[src/rtl/hdmi_pkg.sv]
// hdmi_pkg: shared definitions for the HDMI scan-out controller.
//   - scan_state_e : scan-out FSM states
//   - DEF_*        : default 640x480@60 timing (25 MHz pixel clock)
//   - line_total() : total length of a line/frame from its four segments
//   - in_window()  : half-open window test used for sync generation
package hdmi_pkg;

    localparam int CNT_W = 10;

    localparam int DEF_H_ACTIVE = 640;
    localparam int DEF_H_FP     = 16;
    localparam int DEF_H_SYNC   = 96;
    localparam int DEF_H_BP     = 48;
    localparam int DEF_V_ACTIVE = 480;
    localparam int DEF_V_FP     = 10;
    localparam int DEF_V_SYNC   = 2;
    localparam int DEF_V_BP     = 33;

    typedef enum logic [1:0] {
        ST_IDLE,
        ST_ARMED,
        ST_STREAM,
        ST_UNDERRUN
    } scan_state_e;

    function automatic int line_total(input int act, input int fp, input int sync, input int bp);
        return act + fp + sync + bp;
    endfunction

    // True when lo <= pos < lo+width.
    function automatic logic in_window(input logic [CNT_W-1:0] pos, input int lo, input int width);
        return (int'(pos) >= lo) && (int'(pos) < lo + width);
    endfunction

endpackage

[src/rtl/hdmi_raster_cnt.sv]
// hdmi_raster_cnt: free-running raster position counters.
//   clk_i, rst_ni  : pixel clock, async active-low reset
//   cx_o, cy_o     : current column / line
//   active_o       : position is inside the visible area
//   hs_win_o       : position is inside the hsync window (column based)
//   vs_win_o       : position is inside the vsync window (line based)
//   frame_end_o    : last pixel of the last line
module hdmi_raster_cnt
    import hdmi_pkg::*;
#(
    parameter int H_ACTIVE = DEF_H_ACTIVE,
    parameter int H_FP     = DEF_H_FP,
    parameter int H_SYNC   = DEF_H_SYNC,
    parameter int H_BP     = DEF_H_BP,
    parameter int V_ACTIVE = DEF_V_ACTIVE,
    parameter int V_FP     = DEF_V_FP,
    parameter int V_SYNC   = DEF_V_SYNC,
    parameter int V_BP     = DEF_V_BP
) (
    input  logic             clk_i,
    input  logic             rst_ni,
    output logic [CNT_W-1:0] cx_o,
    output logic [CNT_W-1:0] cy_o,
    output logic             active_o,
    output logic             hs_win_o,
    output logic             vs_win_o,
    output logic             frame_end_o
);

    localparam int H_TOTAL = line_total(H_ACTIVE, H_FP, H_SYNC, H_BP);
    localparam int V_TOTAL = line_total(V_ACTIVE, V_FP, V_SYNC, V_BP);
    localparam logic [CNT_W-1:0] H_LAST = CNT_W'(H_TOTAL - 1);
    localparam logic [CNT_W-1:0] V_LAST = CNT_W'(V_TOTAL - 1);

    logic [CNT_W-1:0] cx_q, cx_d;
    logic [CNT_W-1:0] cy_q, cy_d;
    logic             line_end;

    assign line_end    = (cx_q == H_LAST);
    assign frame_end_o = line_end && (cy_q == V_LAST);

    always_comb begin
        cx_d = cx_q + 1'b1;
        cy_d = cy_q;
        if (line_end) begin
            cx_d = '0;
            cy_d = frame_end_o ? '0 : cy_q + 1'b1;
        end
    end

    always_ff @(posedge clk_i or negedge rst_ni) begin
        if (!rst_ni) begin
            cx_q <= '0;
            cy_q <= '0;
        end else begin
            cx_q <= cx_d;
            cy_q <= cy_d;
        end
    end

    assign cx_o     = cx_q;
    assign cy_o     = cy_q;
    assign active_o = (cx_q < CNT_W'(H_ACTIVE)) && (cy_q < CNT_W'(V_ACTIVE));
    assign hs_win_o = in_window(cx_q, H_ACTIVE + H_FP, H_SYNC);
    assign vs_win_o = in_window(cy_q, V_ACTIVE + V_FP, V_SYNC);

endmodule

[src/rtl/hdmi_scanout_ctrl.sv]
// hdmi_scanout_ctrl: video timing + pixel fetch for the TMDS encoders.
//   pixclk, reset        : pixel clock, async active-low reset
//   pi_enable            : scan-out request, acted on at frame boundaries
//   pi_pix_valid/data    : upstream 24-bit {R,G,B} stream
//   po_pix_ready         : upstream pixel consumed when high with valid
//   po_red/green/blue    : registered pixel
//   po_de/hsync/vsync    : registered timing, aligned with the pixel
//   po_frame_start       : pulse with pixel (0,0) of a streamed frame
//   po_underrun          : high while the current frame is starved
//   po_underrun_cnt      : saturating count of underrun events
module hdmi_scanout_ctrl
    import hdmi_pkg::*;
#(
    parameter int          H_ACTIVE     = DEF_H_ACTIVE,
    parameter int          H_FP         = DEF_H_FP,
    parameter int          H_SYNC       = DEF_H_SYNC,
    parameter int          H_BP         = DEF_H_BP,
    parameter int          V_ACTIVE     = DEF_V_ACTIVE,
    parameter int          V_FP         = DEF_V_FP,
    parameter int          V_SYNC       = DEF_V_SYNC,
    parameter int          V_BP         = DEF_V_BP,
    parameter logic        SYNC_ACT     = 1'b1,
    parameter logic [23:0] UNDERRUN_RGB = 24'hFF00FF
) (
    input  logic        pixclk,
    input  logic        reset,
    input  logic        pi_enable,
    input  logic        pi_pix_valid,
    input  logic [23:0] pi_pix_data,
    output logic        po_pix_ready,
    output logic [7:0]  po_red,
    output logic [7:0]  po_green,
    output logic [7:0]  po_blue,
    output logic        po_de,
    output logic        po_hsync,
    output logic        po_vsync,
    output logic        po_frame_start,
    output logic        po_underrun,
    output logic [15:0] po_underrun_cnt
);

    logic [CNT_W-1:0] cx, cy;
    logic             active, hs_win, vs_win, frame_end;

    hdmi_raster_cnt #(
        .H_ACTIVE (H_ACTIVE), .H_FP (H_FP), .H_SYNC (H_SYNC), .H_BP (H_BP),
        .V_ACTIVE (V_ACTIVE), .V_FP (V_FP), .V_SYNC (V_SYNC), .V_BP (V_BP)
    ) u_raster (
        .clk_i       (pixclk),
        .rst_ni      (reset),
        .cx_o        (cx),
        .cy_o        (cy),
        .active_o    (active),
        .hs_win_o    (hs_win),
        .vs_win_o    (vs_win),
        .frame_end_o (frame_end)
    );

    scan_state_e state_q, state_d;
    logic [23:0] rgb_q, rgb_d;
    logic        de_q, hs_q, vs_q, fs_q, fs_d;
    logic [15:0] ucnt_q, ucnt_d;
    logic        starve;

    // Ready depends only on registered state and position so upstream never
    // sees a combinational path from its own valid.
    assign po_pix_ready = (state_q == ST_STREAM) && active;
    assign starve       = po_pix_ready && !pi_pix_valid;

    always_comb begin
        state_d = state_q;
        case (state_q)
            ST_IDLE:     if (pi_enable) state_d = ST_ARMED;
            ST_ARMED:    if (frame_end) state_d = pi_enable ? ST_STREAM : ST_IDLE;
            // Starvation only happens in the active area, frame_end never
            // does, so the two branches cannot collide.
            ST_STREAM: begin
                if (starve)                       state_d = ST_UNDERRUN;
                else if (frame_end && !pi_enable) state_d = ST_IDLE;
            end
            ST_UNDERRUN: if (frame_end) state_d = pi_enable ? ST_STREAM : ST_IDLE;
            default:     state_d = ST_IDLE;
        endcase
    end

    always_comb begin
        rgb_d = '0;
        if (active) begin
            case (state_q)
                ST_STREAM:   rgb_d = pi_pix_valid ? pi_pix_data : UNDERRUN_RGB;
                ST_UNDERRUN: rgb_d = UNDERRUN_RGB;
                default:     rgb_d = '0;
            endcase
        end
    end

    assign fs_d = (state_q == ST_STREAM) && (cx == '0) && (cy == '0);

    always_comb begin
        ucnt_d = ucnt_q;
        if ((state_q == ST_STREAM) && starve && (ucnt_q != 16'hFFFF))
            ucnt_d = ucnt_q + 16'd1;
    end

    always_ff @(posedge pixclk or negedge reset) begin
        if (!reset) begin
            state_q <= ST_IDLE;
            rgb_q   <= '0;
            de_q    <= 1'b0;
            hs_q    <= ~SYNC_ACT;
            vs_q    <= ~SYNC_ACT;
            fs_q    <= 1'b0;
            ucnt_q  <= '0;
        end else begin
            state_q <= state_d;
            rgb_q   <= rgb_d;
            de_q    <= active;
            hs_q    <= hs_win ? SYNC_ACT : ~SYNC_ACT;
            vs_q    <= vs_win ? SYNC_ACT : ~SYNC_ACT;
            fs_q    <= fs_d;
            ucnt_q  <= ucnt_d;
        end
    end

    assign po_red          = rgb_q[23:16];
    assign po_green        = rgb_q[15:8];
    assign po_blue         = rgb_q[7:0];
    assign po_de           = de_q;
    assign po_hsync        = hs_q;
    assign po_vsync        = vs_q;
    assign po_frame_start  = fs_q;
    assign po_underrun     = (state_q == ST_UNDERRUN);
    assign po_underrun_cnt = ucnt_q;

endmodule

[config.mk]
export PLATFORM = sky130hd
export DESIGN_NAME = hdmi_scanout_ctrl
export DESIGN_NICKNAME = d
export VERILOG_FILES = /design/src/rtl/hdmi_pkg.sv /design/src/rtl/hdmi_raster_cnt.sv /design/src/rtl/hdmi_scanout_ctrl.sv
export SDC_FILE = /design/constraint.sdc
export NUM_CORES = 1
export LEC_CHECK = 0
export ABC_AREA = 1
export BUFFER_PORTS_ARGS = -buffer_cell sky130_fd_sc_hd__clkbuf_2
export CORE_AREA = 2 2 102 104
export DETAILED_ROUTE_END_ITERATION = 8
export DIE_AREA = 0 0 104 106
export PLACE_DENSITY = 0.67
export RECOVER_POWER = 50
export SLEW_MARGIN = 20
export SYNTH_ARGS = -nofsm -noshare
export SYNTH_HDL_FRONTEND = slang
export SYNTH_HIERARCHICAL = 1
export SYNTH_SLANG_ARGS = --single-unit
[constraint.sdc]
create_clock -name pixclk -period 2.2 [get_ports pixclk]
set_input_delay 0.44 -clock pixclk [delete_from_list [all_inputs] [get_ports pixclk]]
set_output_delay 0.44 -clock pixclk [all_outputs]
set_load 0.05 [all_outputs]
# Yosys cells after proc, flatten, opt, wreduce, memory -nomap -nowiden
# Index checks and enable logic that the tools add are counted.
dict set report word_totals {
  reg_bits 66
  input_bits 28
  output_inout_bits 46
  word_cells 58
}
dict set report op_classes {
  n_addsub 3
  magnitude_cmp 6
  eq_ne 9
  muxes 13
  n_reduce_logical 18
}
# operator count
set ops {}
lappend ops {{$mux W24} 2}
lappend ops {{$pmux W24 S2} 1}
lappend ops {{$add A10 B1 Y10 const B} 2}
lappend ops {{$eq A10 B10 Y1 const B} 2}
lappend ops {{$logic_not A10 Y1} 2}
lappend ops {{$lt A10 B10 Y1 const B} 2}
lappend ops {{$lt A10 B9 Y1 const B} 2}
lappend ops {{$mux W10} 2}
lappend ops {{$add A16 B1 Y16 const B} 1}
lappend ops {{$ne A16 B16 Y1 const B} 1}
lappend ops {{$logic_and A1 B1 Y1} 11}
lappend ops {{$ge A10 B10 Y1 const B} 1}
lappend ops {{$ge A10 B9 Y1 const B} 1}
lappend ops {{$mux W2} 5}
lappend ops {{$pmux W2 S3} 1}
lappend ops {{$eq A2 B2 Y1 const B} 2}
lappend ops {{$ne A3 B2 Y1 const B} 1}
lappend ops {{$reduce_and A3 Y1} 1}
lappend ops {{$eq A2 B1 Y1 const B} 1}
lappend ops {{$logic_not A1 Y1} 2}
lappend ops {{$logic_not A2 Y1} 1}
lappend ops {{$mux W1} 2}
lappend ops {{$ne A2 B1 Y1 const B} 1}
lappend ops {{$ne A2 B2 Y1 const B} 1}
lappend ops {{$reduce_or A2 Y1} 1}

# Depth between registers and ports, before layout
dict set report depth {
  depth_word 6
  ltp_mapped 14
  ltp_nobuf 14
}

# Hierarchy
# Netlist, hierarchy kept.
# mod instances cells_per_inst area_each_um2 seq_area_each_um2
set modules_own_cells {}
lappend modules_own_cells {hdmi_scanout_ctrl 1 253 2154.6 1151.1}
lappend modules_own_cells {hdmi_raster_cnt 1 162 1275.0 500.5}

# Worst setup path before layout
# No wires, ideal clock.
dict set report synth_timing {
  path_kind {register to register}
  start {reg u_raster.cy_q[6], in the netlist u_raster/cy_o[6]}
  end {reg ucnt_q[3], in the netlist po_underrun_cnt[3]}
  setup_ns 0.118
  t_arrival_ns 1.802
  t_required_ns 2.082
  setup_slack_ns 0.280
  stages_incl_launch_ff 12
  n_path_buf 1
  synth_period_minus_slack_ns 1.920
  cell_sequence {dfrtp_1 -> nand2_1 -> inv_1 -> a31oi_1 -> nand2_4 -> nor2_4 -> nand2_2 -> clkinv_2 -> o21ai_4 -> buf_6 -> nand2_1 -> nand2_1}
}
dict set report synth_between {
  elab_chain_len 6
}
# item line_no
set synth_rtl {}
lappend synth_rtl {{start, declared} hdmi_raster_cnt.sv:36} ;# logic [CNT_W-1:0] cy_q, cy_d;
lappend synth_rtl {{start signal, assigned} hdmi_raster_cnt.sv:57} ;# cy_q <= cy_d;
lappend synth_rtl {{$lt A10 B9 Y1} hdmi_raster_cnt.sv:63} ;# assign active_o = (cx_q < CNT_W'(H_ACTIVE)) && (cy_q < CNT_W'(V_ACTIVE));
lappend synth_rtl {{$logic_and A1 B1 Y1} hdmi_raster_cnt.sv:63}
lappend synth_rtl {{named net active} hdmi_scanout_ctrl.sv:43} ;# logic active, hs_win, vs_win, frame_end;
lappend synth_rtl {{$logic_and A1 B1 Y1} hdmi_scanout_ctrl.sv:67} ;# assign po_pix_ready = (state_q == ST_STREAM) && active;
lappend synth_rtl {{named net po_pix_ready} hdmi_scanout_ctrl.sv:30} ;# output logic po_pix_ready,
lappend synth_rtl {{$logic_and A1 B1 Y1} hdmi_scanout_ctrl.sv:68} ;# assign starve = po_pix_ready && !pi_pix_valid;
lappend synth_rtl {{$logic_and A1 B1 Y1 (2 in a row)} hdmi_scanout_ctrl.sv:101} ;# if ((state_q == ST_STREAM) && starve && (ucnt_q != 16'hFFFF))
lappend synth_rtl {{end signal, assigned} hdmi_scanout_ctrl.sv:121} ;# ucnt_q <= ucnt_d;
lappend synth_rtl {{end, declared} hdmi_scanout_ctrl.sv:62} ;# logic [15:0] ucnt_q, ucnt_d;
# The timed path passes the listed nets, and every way through them passes these cells.
# A chain may end at the register's enable or synchronous reset.

# Worst setup path after layout
dict set report layout_timing {
  start {reg u_raster.cx_q[9], in the netlist u_raster/cx_o[9]}
  end {out po_pix_ready}
}
dict set report layout_between {
  elab_chain_len 3
}
# item line_no
set layout_rtl {}
lappend layout_rtl {{start, declared} hdmi_raster_cnt.sv:35} ;# logic [CNT_W-1:0] cx_q, cx_d;
lappend layout_rtl {{start signal, assigned} hdmi_raster_cnt.sv:53} ;# cx_q <= '0;
lappend layout_rtl {{start signal, assigned} hdmi_raster_cnt.sv:56} ;# cx_q <= cx_d;
lappend layout_rtl {{$lt A10 B10 Y1} hdmi_raster_cnt.sv:63}
lappend layout_rtl {{$logic_and A1 B1 Y1} hdmi_raster_cnt.sv:63}
lappend layout_rtl {{named net active} hdmi_scanout_ctrl.sv:43}
lappend layout_rtl {{$logic_and A1 B1 Y1} hdmi_scanout_ctrl.sv:67}
lappend layout_rtl {{end, declared} hdmi_scanout_ctrl.sv:30}
# The timed path passes the listed nets, and every way through them passes these cells.

==> summary.txt <==
Status -> complete, but fails checks
Violated checks -> capacitance limit, slew limit
Routed WL per cell -> 11.4 µm
Sequential share of the synthesized area -> 0.482
Mapped Area -> 3430 µm²
Lkg Pwr -> 0.00221 µW
Area grow syn2layout -> 20.6%
First-pass GRT wire length -> 12100 µm
CORE AREA -> 10000 µm²
Worst-Margin Slew -> 1.59 ns
# DRC -> 0
CP Launch Type -> flip-flop
Crit path kind -> reg2out
Slew Viols, Final -> 67
FILL cells -> 995
Height of the die -> 106 µm
Commonest non-fill, non-tap cell in the layout -> nand2_1
Antenna Cells -> 0
Synth Register Bits -> 66
RD Place Congestion -> 0.883
Setup violators final -> 0
FF/Latch Area -> 1650 µm²
Vias -> 2852
Fmax -> 0.483 GHz
Crit path DAT -> 1.63 ns
Max Buffers Root-to-Sink -> 2
Worst Setup Slack post-DPL -> 0.302 ns
Row Count -> 37
HPWL after DPL -> 5180 µm
CTS tree -> done
CP max FO -> 10
Gr usage total -> 0.136
First-pass iteration count of the detailed router -> 4
Multi-input gate area -> 1470 µm²
Total gr overflow -> 0
H-Tree Depth -> 3
Cells after synthesis -> 415
Required @ worst endpoint -> 1.76 ns
Mapped Nets -> 448
Syn Area/Cell -> 8.26 µm²
Post-route ant nets -> 0
Final non-filler cell total -> 633
Post-route setup slack -> 0.128 ns
Yosys warnings -> 6
CP endpoint kind -> primary output
Initial Util -> 0.343
Unrepaired setup endpoints after global routing -> false
Final hold vios -> 0
Layout cells sized above 1 -> 0.223
Vias per inst -> 4.51
Clock sinks -> 66
Final wirelength -> 7190 µm
Initial drt markers -> 133
Cts bufs inserted -> 9
Largest net degree at the start of global routing -> 67
Distinct cell type count after synthesis -> 36
Root Driver -> clkbuf_8
Most frequent cells in the layout -> nand2_1 (99), dfrtp_1 (65), inv_1 (63)
Core Util, Final -> 0.414
Tmin final -> 2.07 ns
Placed cell count -> 617
Peak supply drop -> 0.223 mV
I/O pins -> 74
Antenna violations before repair -> 0
Clock transition at the registers of the reported paths -> 0.08 ns
Max_cap viols -> 1
Period utilisation layout -> 0.942
Nets -> 525
Area of the die -> 11000 µm²
Hold Path Class -> in2reg
# port buffers -> 73
Post-Route Skew -> 0.0120 ns
Cell Pwr Density -> 583 nW/µm²
Vias in the first global route -> 2614
Die X -> 104 µm
Final sum of negative setup slack -> 0 ns
Skew-Pair Late Insertion Delay -> 0.35 ns
Slew margin rel. -> -0.0614
per-stage QoR:
stage,hold slack (ns),area [µm²],total power [µW]
finish,0.304,4140,2410
global route,0.304,4140,2520
CTS,0.110,4150,2450
detailed placement,0.492,3920,1290
global placement,0.473,3920,1290
floorplan,0.144,3430,1240
critical path: stages, from the launching register on:
cell     delay (ns)
dfrtp_1        0.42
nand2_1        0.12
nand3_2        0.12
a31oi_4        0.19
nand2_4        0.12
nor2_4         0.13
buf_6          0.17
worst paths after layout:
check / startpoint / end / slack (ns) / cells after the start
max in group asynchronous: reset / u_raster/cy_o[6]$_DFFE_PN0N_ / 0.58 / 2
worst min register to register: u_raster/cx_o[0]$_DFF_PN0_ / u_raster/cx_o[0]$_DFF_PN0_ / 0.51 / 1
worst max-delay path: u_raster/cx_o[9]$_DFF_PN0_ / po_pix_ready / 0.13 / 6
worst max register to register: u_raster/cx_o[0]$_DFF_PN0_ / state_q[1]$_DFFE_PN0P_ / 0.33 / 13
worst min-delay path: pi_pix_data[5] / rgb_q[5]$_DFF_PN0_ / 0.30 / 3
min in group asynchronous: reset / po_underrun_cnt[9]$_DFFE_PN0P_ / 0.57 / 2
Yosys cell counts, drive strengths merged:
| cell | number | area share |
|---|---|---|
| nand2 | 105 | 0.12 |
| nor2 | 55 | 0.077 |
| nand3b | 1 | 0.0022 |
| o21ai | 37 | 0.063 |
| xor2 | 6 | 0.015 |
| nor3b | 8 | 0.018 |
| a31oi | 1 | 0.0018 |
| a21oi | 7 | 0.010 |
| or2 | 1 | 0.0018 |
| clkbuf | 3 | 0.0033 |
| buf | 6 | 0.019 |
| nand3 | 23 | 0.043 |
| inv | 64 | 0.070 |
| nor3 | 5 | 0.0088 |
| ha | 5 | 0.018 |
| nand4 | 11 | 0.022 |
| xnor2 | 7 | 0.018 |
| clkinv | 2 | 0.0026 |
| dfrtp | 66 | 0.48 |
| nor4 | 2 | 0.0036 |
layer usage:
metal	share of wire	track usage	vias up
li1	-	-	1457
met2	0.47	0.214	75
met1	0.46	0.176	1311
met5	0	0	-
met4	0.012	0.0579	0
met3	0.052	0.0399	9
registers in the layout, summed over array words and instances (netlist names):
name,cells
state_q,2
po_hsync,1
po_vsync,1
u_raster/cy_o,10
po_de,1
po_frame_start,1
rgb_q,24
u_raster/cx_o,10
po_underrun_cnt,16
cells by family after synthesis:
kind of cell	Yosys count	share of synthesized area
buf+inv	75	0.0945
flops	66	0.482
xor+xnor	13	0.0332
simple gates	211	0.298
fa+ha+maj	5	0.0182
compound gates	45	0.0748
power breakdown:
part           leakage (µW)  internal [µW]  total, µW  switching (µW)
Clock              0.000110            647       1150             504
Sequential         0.000880           1210       1210               0
Combinational       0.00122           19.6       48.8            29.3
Total               0.00221           1880       2410             533
cell type report:
class,instances,share of cell area
inverters,66,0.0602
clock buffers,9,0.0300
well taps,136,0.0411
repair buffers,75,0.0884
clock inverters,7,0.0248
multi-input cells,274,0.356
flip-flops and latches,66,0.400
timing repair:
item,CTS,global route
hold endpoints to repair,0,0
gates resized for setup,2,5
setup endpoints to repair,1,1
setup buffers,0,0
hold buffers,0,0
(Power assumes the default switching activity.)
